==> config.mk <==
export PLATFORM = sky130hd
export DESIGN_NAME = ctr_block_feeder
export DESIGN_NICKNAME = d
export VERILOG_FILES = /design/src/rtl/ctr_pkg.sv /design/src/rtl/ctr_counter_inc.sv /design/src/rtl/ctr_block_feeder.sv
export SDC_FILE = /design/constraint.sdc
export NUM_CORES = 1
export LEC_CHECK = 0
export ABC_AREA = 0
export CORE_UTILIZATION = 30
export CTS_BUF_LIST = sky130_fd_sc_hd__clkbuf_4
export DETAILED_ROUTE_END_ITERATION = 16
export PLACE_DENSITY = 0.65
export SYNTH_ARGS = -nofsm -noshare
export SYNTH_HDL_FRONTEND = slang
export SYNTH_SLANG_ARGS = --single-unit
==> constraint.sdc <==
create_clock -name clk -period 5.3 [get_ports clk]
set_input_delay 1.06 -clock clk [delete_from_list [all_inputs] [get_ports clk]]
set_output_delay 1.06 -clock clk [all_outputs]
set_load 0.005 [all_outputs]
==> src/rtl/ctr_pkg.sv <==
// Shared constants, state encoding and length clamp helper for the CTR block feeder.
package ctr_pkg;

  localparam int BLOCK_W      = 128;
  localparam int WORD_W       = 32;
  localparam int MAX_LEN_BITS = 2000;
  localparam int MAX_BLOCKS   = 16;
  localparam int LEN_W        = 11;
  localparam int NBITS_W      = 8;

  typedef enum logic [1:0] {
    ST_IDLE = 2'd0,
    ST_FILL = 2'd1,
    ST_EMIT = 2'd2,
    ST_DONE = 2'd3
  } state_t;

  // Oversized lengths are cut down to the largest message we can carry.
  function automatic logic [LEN_W-1:0] clamp_len(input logic [LEN_W-1:0] len,
                                                 input int max_len);
    if (int'(len) > max_len) return LEN_W'(max_len);
    return len;
  endfunction

endpackage

==> src/rtl/ctr_counter_inc.sv <==
// Counter-block increment for CTR mode.
// Build option CTR_INC32_EN: only the low 32 bits wrap-increment, upper 96 bits pass through.
// Default: full 128-bit increment modulo 2^128.
module ctr_counter_inc (
  input  logic [127:0] ctr_in,
  output logic [127:0] ctr_out
);

`ifdef CTR_INC32_EN
  // Low word increments with wrap; upper bits stay as loaded from iv.
  always_comb begin
    ctr_out = {ctr_in[127:32], ctr_in[31:0] + 32'd1};
  end
`else
  // Full-width increment with carry across all 128 bits.
  always_comb begin
    ctr_out = ctr_in + 128'd1;
  end
`endif

endmodule

==> src/rtl/ctr_block_feeder.sv <==
// Packs a plaintext word stream into 128-bit blocks, each paired with its counter block.
// Build option CTR_INC32_EN (in ctr_counter_inc) selects 32-bit counter increment.
//
// state   | meaning
// --------+------------------------------------------------------------
// IDLE    | waiting for start; iv/length latched on start
// FILL    | accepting words into the current block (in_ready high)
// EMIT    | block presented on out_*; waits for out_ready
// DONE    | one-cycle done pulse, then back to IDLE
module ctr_block_feeder #(
  parameter int WORD_W       = ctr_pkg::WORD_W,
  parameter int MAX_LEN_BITS = ctr_pkg::MAX_LEN_BITS
) (
  input  logic          clk,
  input  logic          rst_n,
  input  logic          start,
  input  logic [127:0]  iv,
  input  logic [10:0]   length,
  input  logic          in_valid,
  output logic          in_ready,
  input  logic [WORD_W-1:0] in_data,
  output logic          out_valid,
  input  logic          out_ready,
  output logic [127:0]  out_block,
  output logic [127:0]  out_ctr,
  output logic [7:0]    out_nbits,
  output logic          out_last,
  output logic          busy,
  output logic          done
);
  import ctr_pkg::*;

  localparam int WPB   = BLOCK_W / WORD_W;
  localparam int IDX_W = (WPB > 1) ? $clog2(WPB) : 1;

  state_t               state, state_nxt;
  logic [BLOCK_W-1:0]   blk;
  logic [BLOCK_W-1:0]   ctr;
  logic [BLOCK_W-1:0]   ctr_inc;
  logic [LEN_W-1:0]     in_rem;   // message bits not yet delivered as words
  logic [LEN_W-1:0]     blk_rem;  // message bits not yet emitted as blocks
  logic [IDX_W-1:0]     widx;
  logic [WORD_W-1:0]    word_mask;
  logic                 accept;
  logic                 last_word;
  logic                 blk_full;
  logic                 blk_last;
  logic                 emit_hs;

  ctr_counter_inc u_ctr_inc (
    .ctr_in  (ctr),
    .ctr_out (ctr_inc)
  );

  assign accept    = (state == ST_FILL) && in_valid;
  assign emit_hs   = (state == ST_EMIT) && out_ready;
  assign last_word = (in_rem <= LEN_W'(WORD_W));
  assign blk_full  = (widx == IDX_W'(WPB - 1));
  assign blk_last  = (blk_rem <= LEN_W'(BLOCK_W));

  // Keep only the leading in_rem bits of a partial final word.
  always_comb begin
    word_mask = '1;
    if (in_rem < LEN_W'(WORD_W)) word_mask = ~({WORD_W{1'b1}} >> in_rem);
  end

  // State register.
  always_ff @(posedge clk or negedge rst_n) begin
    if (!rst_n) state <= ST_IDLE;
    else        state <= state_nxt;
  end

  // Next-state logic.
  always_comb begin
    state_nxt = state;
    unique case (state)
      ST_IDLE: if (start) state_nxt = (length == '0) ? ST_DONE : ST_FILL;
      ST_FILL: if (accept && (blk_full || last_word)) state_nxt = ST_EMIT;
      ST_EMIT: if (out_ready) state_nxt = blk_last ? ST_DONE : ST_FILL;
      ST_DONE: state_nxt = ST_IDLE;
      default: state_nxt = ST_IDLE;
    endcase
  end

  // Output decode from state and datapath registers.
  always_comb begin
    in_ready  = (state == ST_FILL);
    out_valid = (state == ST_EMIT);
    busy      = (state != ST_IDLE);
    done      = (state == ST_DONE);
    out_last  = (state == ST_EMIT) && blk_last;
    out_nbits = '0;
    if (state == ST_EMIT) out_nbits = (blk_rem >= LEN_W'(BLOCK_W)) ? 8'd128 : blk_rem[7:0];
  end

  assign out_block = blk;
  assign out_ctr   = ctr;

  // Datapath: latch message parameters, pack words, advance counter per block.
  always_ff @(posedge clk or negedge rst_n) begin
    if (!rst_n) begin
      blk     <= '0;
      ctr     <= '0;
      in_rem  <= '0;
      blk_rem <= '0;
      widx    <= '0;
    end else begin
      if ((state == ST_IDLE) && start) begin
        blk     <= '0;
        ctr     <= iv;
        in_rem  <= clamp_len(length, MAX_LEN_BITS);
        blk_rem <= clamp_len(length, MAX_LEN_BITS);
        widx    <= '0;
      end
      if (accept) begin
        for (int i = 0; i < WPB; i++) begin
          if (widx == IDX_W'(i)) blk[BLOCK_W-1-i*WORD_W -: WORD_W] <= in_data & word_mask;
        end
        widx   <= widx + 1'b1;
        in_rem <= last_word ? '0 : in_rem - LEN_W'(WORD_W);
      end
      if (emit_hs) begin
        blk     <= '0;
        widx    <= '0;
        ctr     <= ctr_inc;
        blk_rem <= blk_last ? '0 : blk_rem - LEN_W'(BLOCK_W);
      end
    end
  end

endmodule

==> impl_metrics.py <==
metrics = {
    "placement": {
        "io_buffer_count": 444,
        "dp_hpwl_um": 50900,
        "placed_cell_area_um2": 20500,
        "place_congestion": 0.943,
    },
    "die": {
        "io_pins": 445,
        "coreArea_um2": 50500,
        "die_y_um": 229,
        "start_util_pct": 30.6,
        "die_w_um": 229,
        "dieArea_um2": 52400,
        "core.rowCount": 82,
    },
    "synth": {
        "synthArstFlopShare_pct": 100,
        "synth_seq_area_share_pct": 45.7,
        "synth-main-ff-cell": "dfrtp_1",
        "ys_ff_latch": 282,
        "synthCells": 1689,
        "avgSynthCellArea_um2": 9.15,
        "synthDistinctLibCells": 74,
        "yosysWarnings": 0,
        "postSynthNetCount": 1872,
        "synth_edf_count": 0,
        "synth_area_um2": 15500,
    },
    "finish": {
        "fin_nets": 2313,
        "fillers": 4967,
        "final_area_um2": 21500,
        "multiInputGateArea_um2": 7900,
        "register_area_um2": 7060,
        "post-route-util_pct": 42.6,
        "synthToLayoutAreaGrowth_pct": 39.2,
        "layout-drive-gt1-share_pct": 8.25,
    },
    "sta": {
        "slew_headroom_pct": 17.7,
        "finalHoldViolCount": 0,
        "fmax_ghz": 0.233,
        "fin_crit_ns": 4.29,
        "maxSlewViolCount": 0,
        "fin_crit_sh_pct": 81.0,
        "hold_ws_ns": 0.336,
        "rsz0062_at_grt": "no",
        "worst_slew_pin_slew_ns": 1.23,
        "setup_viol": 0,
        "skew_ns": 0.0820,
        "setup-tns-final_ns": 0,
    },
    "drt": {
        "remaining_drc_errors": 0,
        "drt-wirelength-per-cell_um": 24.6,
        "via_count": 17000,
        "ant_nets": 0,
        "vias_per_cell": 5.97,
        "totalWireLength_um": 70200,
        "firstDrtPassIters": 9,
        "drt-initial-drc-count": 1746,
    },
    "setup_path": {
        "critPathMaxFanout": 9,
        "end_kind": "output port",
        "startpoint_type": "register",
        "critPathRequiredTime_ns": 4.24,
        "arrival_ns": 3.23,
        "critical_path_class": "register to output port",
        "crit_chain": "inv_1 -> ha_1 -> nor3b_1 -> nor2_1 -> nor2_1 -> clkdlybuf4s50_1",
        "slowest_delay_ns": 0.72,
        "cpMaxStageDelayCell": "nor3b_1",
        "cp_common_cell": "nor2_1",
    },
    "pwr": {
        "power_density_nw_per_um2": 527,
        "power_uw": 11300,
        "power_switching_uw": 4610,
        "intPower_uw": 6730,
        "seqPwrFrac_pct": 40.7,
        "sw_frac_of_total_pct": 40.7,
        "leakagePower_uw": 0.00853,
        "power_frac_clock_pct": 18.0,
        "p_comb_share_pct": 41.3,
        "ir_drop_uv": 278,
    },
    "global_routing": {
        "grt_usage_pct": 26.2,
        "grt_pass1_wl_um": 106000,
        "grt-ovfl-total": 0,
        "grt_max_degree": 134,
        "grt_pass1_vias": 16600,
        "antenna_found_initial": 1,
    },
    "clock_network": {
        "post-cts-setup-buffers": 0,
        "cts_tree": "built",
        "clk_path_buf_depth": 3,
        "cts.sinks": 282,
        "ctsResizeCount": 0,
        "cts.clk_slew.worst_paths_ns": 0.06,
        "cts.htree.levels": 3,
        "cts_root_buf": "clkbuf_4",
        "clkLatencyLatePin_ns": 0.81,
        "cts_made_buffers": 82,
        "postCtsHoldBufs": 0,
    },
    "run_status": {
        "status": "finished clean",
    },
    "hold_path": {
        "hp-class": "input pin to asynchronous set/reset pin",
    },
    "run": {
        "maxCapViolCount": 0,
    },
}
==> layout make-up <==
type	count	share of cell area (%)
antenna	1	0.0116
tap	672	3.91
clock buffer	114	3.98
clock inverter	21	0.576
multi-input combinational	1273	36.7
inverter	26	0.454
timing repair buffer	465	21.6
sequential	282	32.8
==> power groups by stage <==
stage          clock, uW  sequential [uW]  combinational [uW]
2_1_floorplan          0             4080                2060
3_3_place_gp           0             4580                4620
3_5_place_dp           0             4590                4680
4_1_cts             2100             4570                4710
5_1_grt             2230             4750                5060
6_report            2040             4620                4690
==> per-layer routing <==
layer / track usage [%] / vias to the layer above / part of all wire [%]
met5: 0 / - / 0
met1: 32.8 / 8337 / 39
li1: - / 7489 / -
met4: 11.0 / 0 / 3.5
met2: 42.7 / 1057 / 47
met3: 6.50 / 146 / 9.9
==> stage by stage <==
stage                     std cells  setup WS (ns)
after floorplan                1689           2.59
after global placement         2718           1.82
after detailed placement       2718           1.79
after CTS                      2853          0.885
after global routing           2854          0.781
final                          2854           1.01
==> synth_stat cells, types with 6 or more instances <==
cell type	n	area (um2)
dfrtp_1	282	7060
nand2_1	226	848
o21ai_0	107	536
a22o_1	100	876
nor2_1	99	372
nand3_1	96	480
clkbuf_1	89	334
nand4_1	75	469
nor4_1	52	325
a21oi_1	41	205
a22oi_1	41	308
and3_1	38	238
or4_1	34	255
o211ai_1	30	225
nor3_1	29	145
o311ai_0	29	254
inv_1	26	97.6
or3_1	23	144
a221o_1	22	220
and4_1	17	149
a31oi_1	16	100
and2_1	13	81.3
a21boi_0	12	90.1
nand2b_1	12	75.1
mux2i_1	10	100
o31ai_1	9	67.6
a21o_1	8	60.1
a32o_1	8	80.1
buf_2	8	40.0
nor3_2	8	80.1
nor4b_1	8	70.1
buf_1	7	26.3
ha_1	7	87.6
nor3b_1	7	52.6
o21a_1	7	52.6
a211o_1	6	52.6
or2_2	6	37.5
==> worst paths after layout <==
kind / start / endpoint / depth (start not counted) / slack [ns]
min in group clk: out_block[66]$_DFF_PN0_ / out_block[66]$_DFF_PN0_ / 2 / 0.48
min reg2reg: out_block[66]$_DFF_PN0_ / out_block[66]$_DFF_PN0_ / 2 / 0.48
min: rst_n / out_block[65]$_DFF_PN0_ / 1 / 0.34
max in group asynchronous: rst_n / out_block[13]$_DFF_PN0_ / 2 / 3.75
max: blk_rem[7]$_DFFE_PN0P_ / out_last / 6 / 1.01
max reg2reg: out_ctr[5]$_DFFE_PN0P_ / out_ctr[101]$_DFFE_PN0P_ / 6 / 1.84
==> cells in the final DEF, fill, tap and decap left out, types with 6 or more instances in the layout <==
master | Yosys | layout
buf_4 | 2 | 18
a32o_1 | 8 | 8
o21ai_0 | 107 | 107
a31oi_1 | 16 | 16
mux2i_1 | 10 | 10
a221o_1 | 22 | 22
nor2_1 | 99 | 93
ha_1 | 7 | 7
nand3_1 | 96 | 96
nand4_1 | 75 | 75
clkdlybuf4s50_1 | 0 | 443
or4_1 | 34 | 34
nand2_1 | 226 | 225
o31ai_1 | 9 | 9
inv_1 | 26 | 26
or2_2 | 6 | 6
a21o_1 | 8 | 8
a21boi_0 | 12 | 12
nor3_2 | 8 | 8
dfrtp_1 | 282 | 282
and4_1 | 17 | 17
o211ai_1 | 30 | 30
clkbuf_4 | 0 | 114
nor3_1 | 29 | 29
or3_1 | 23 | 23
a211o_1 | 6 | 6
nand2b_1 | 12 | 12
nor3b_1 | 7 | 7
o21a_1 | 7 | 7
nor4b_1 | 8 | 8
and2_1 | 13 | 12
o311ai_0 | 29 | 29
and3_1 | 38 | 38
clkinv_1 | 0 | 14
a22o_1 | 100 | 100
a21oi_1 | 41 | 41
a22oi_1 | 41 | 41
nor4_1 | 52 | 52
==> worst max-delay path: cells and delay by family, from the launching register on <==
family,cells,cell delay [ns]
flip-flops,1,0.41
buffers and inverters,2,0.70
adder cells (fa/ha/maj),1,0.16
AND/OR/NAND/NOR,3,1.16
==> cells by family after synthesis <==
kind of cell	synth area share, %
XOR/XNOR	0.113
multiplexers	0.721
buffers and inverters	3.47
AND/OR/NAND/NOR	26.5
adder cells (fa/ha/maj)	0.567
flip-flops	45.7
AO/OA/AOI/OAI	23.0
==> sequential cells by signal (all words and copies together), names as in the netlist <==
signal and cells:
out_ctr 128, widx 2, state 2, in_rem 11, blk_rem 11, out_block 128
No activity file was read; power rests on OpenSTA's default activity.
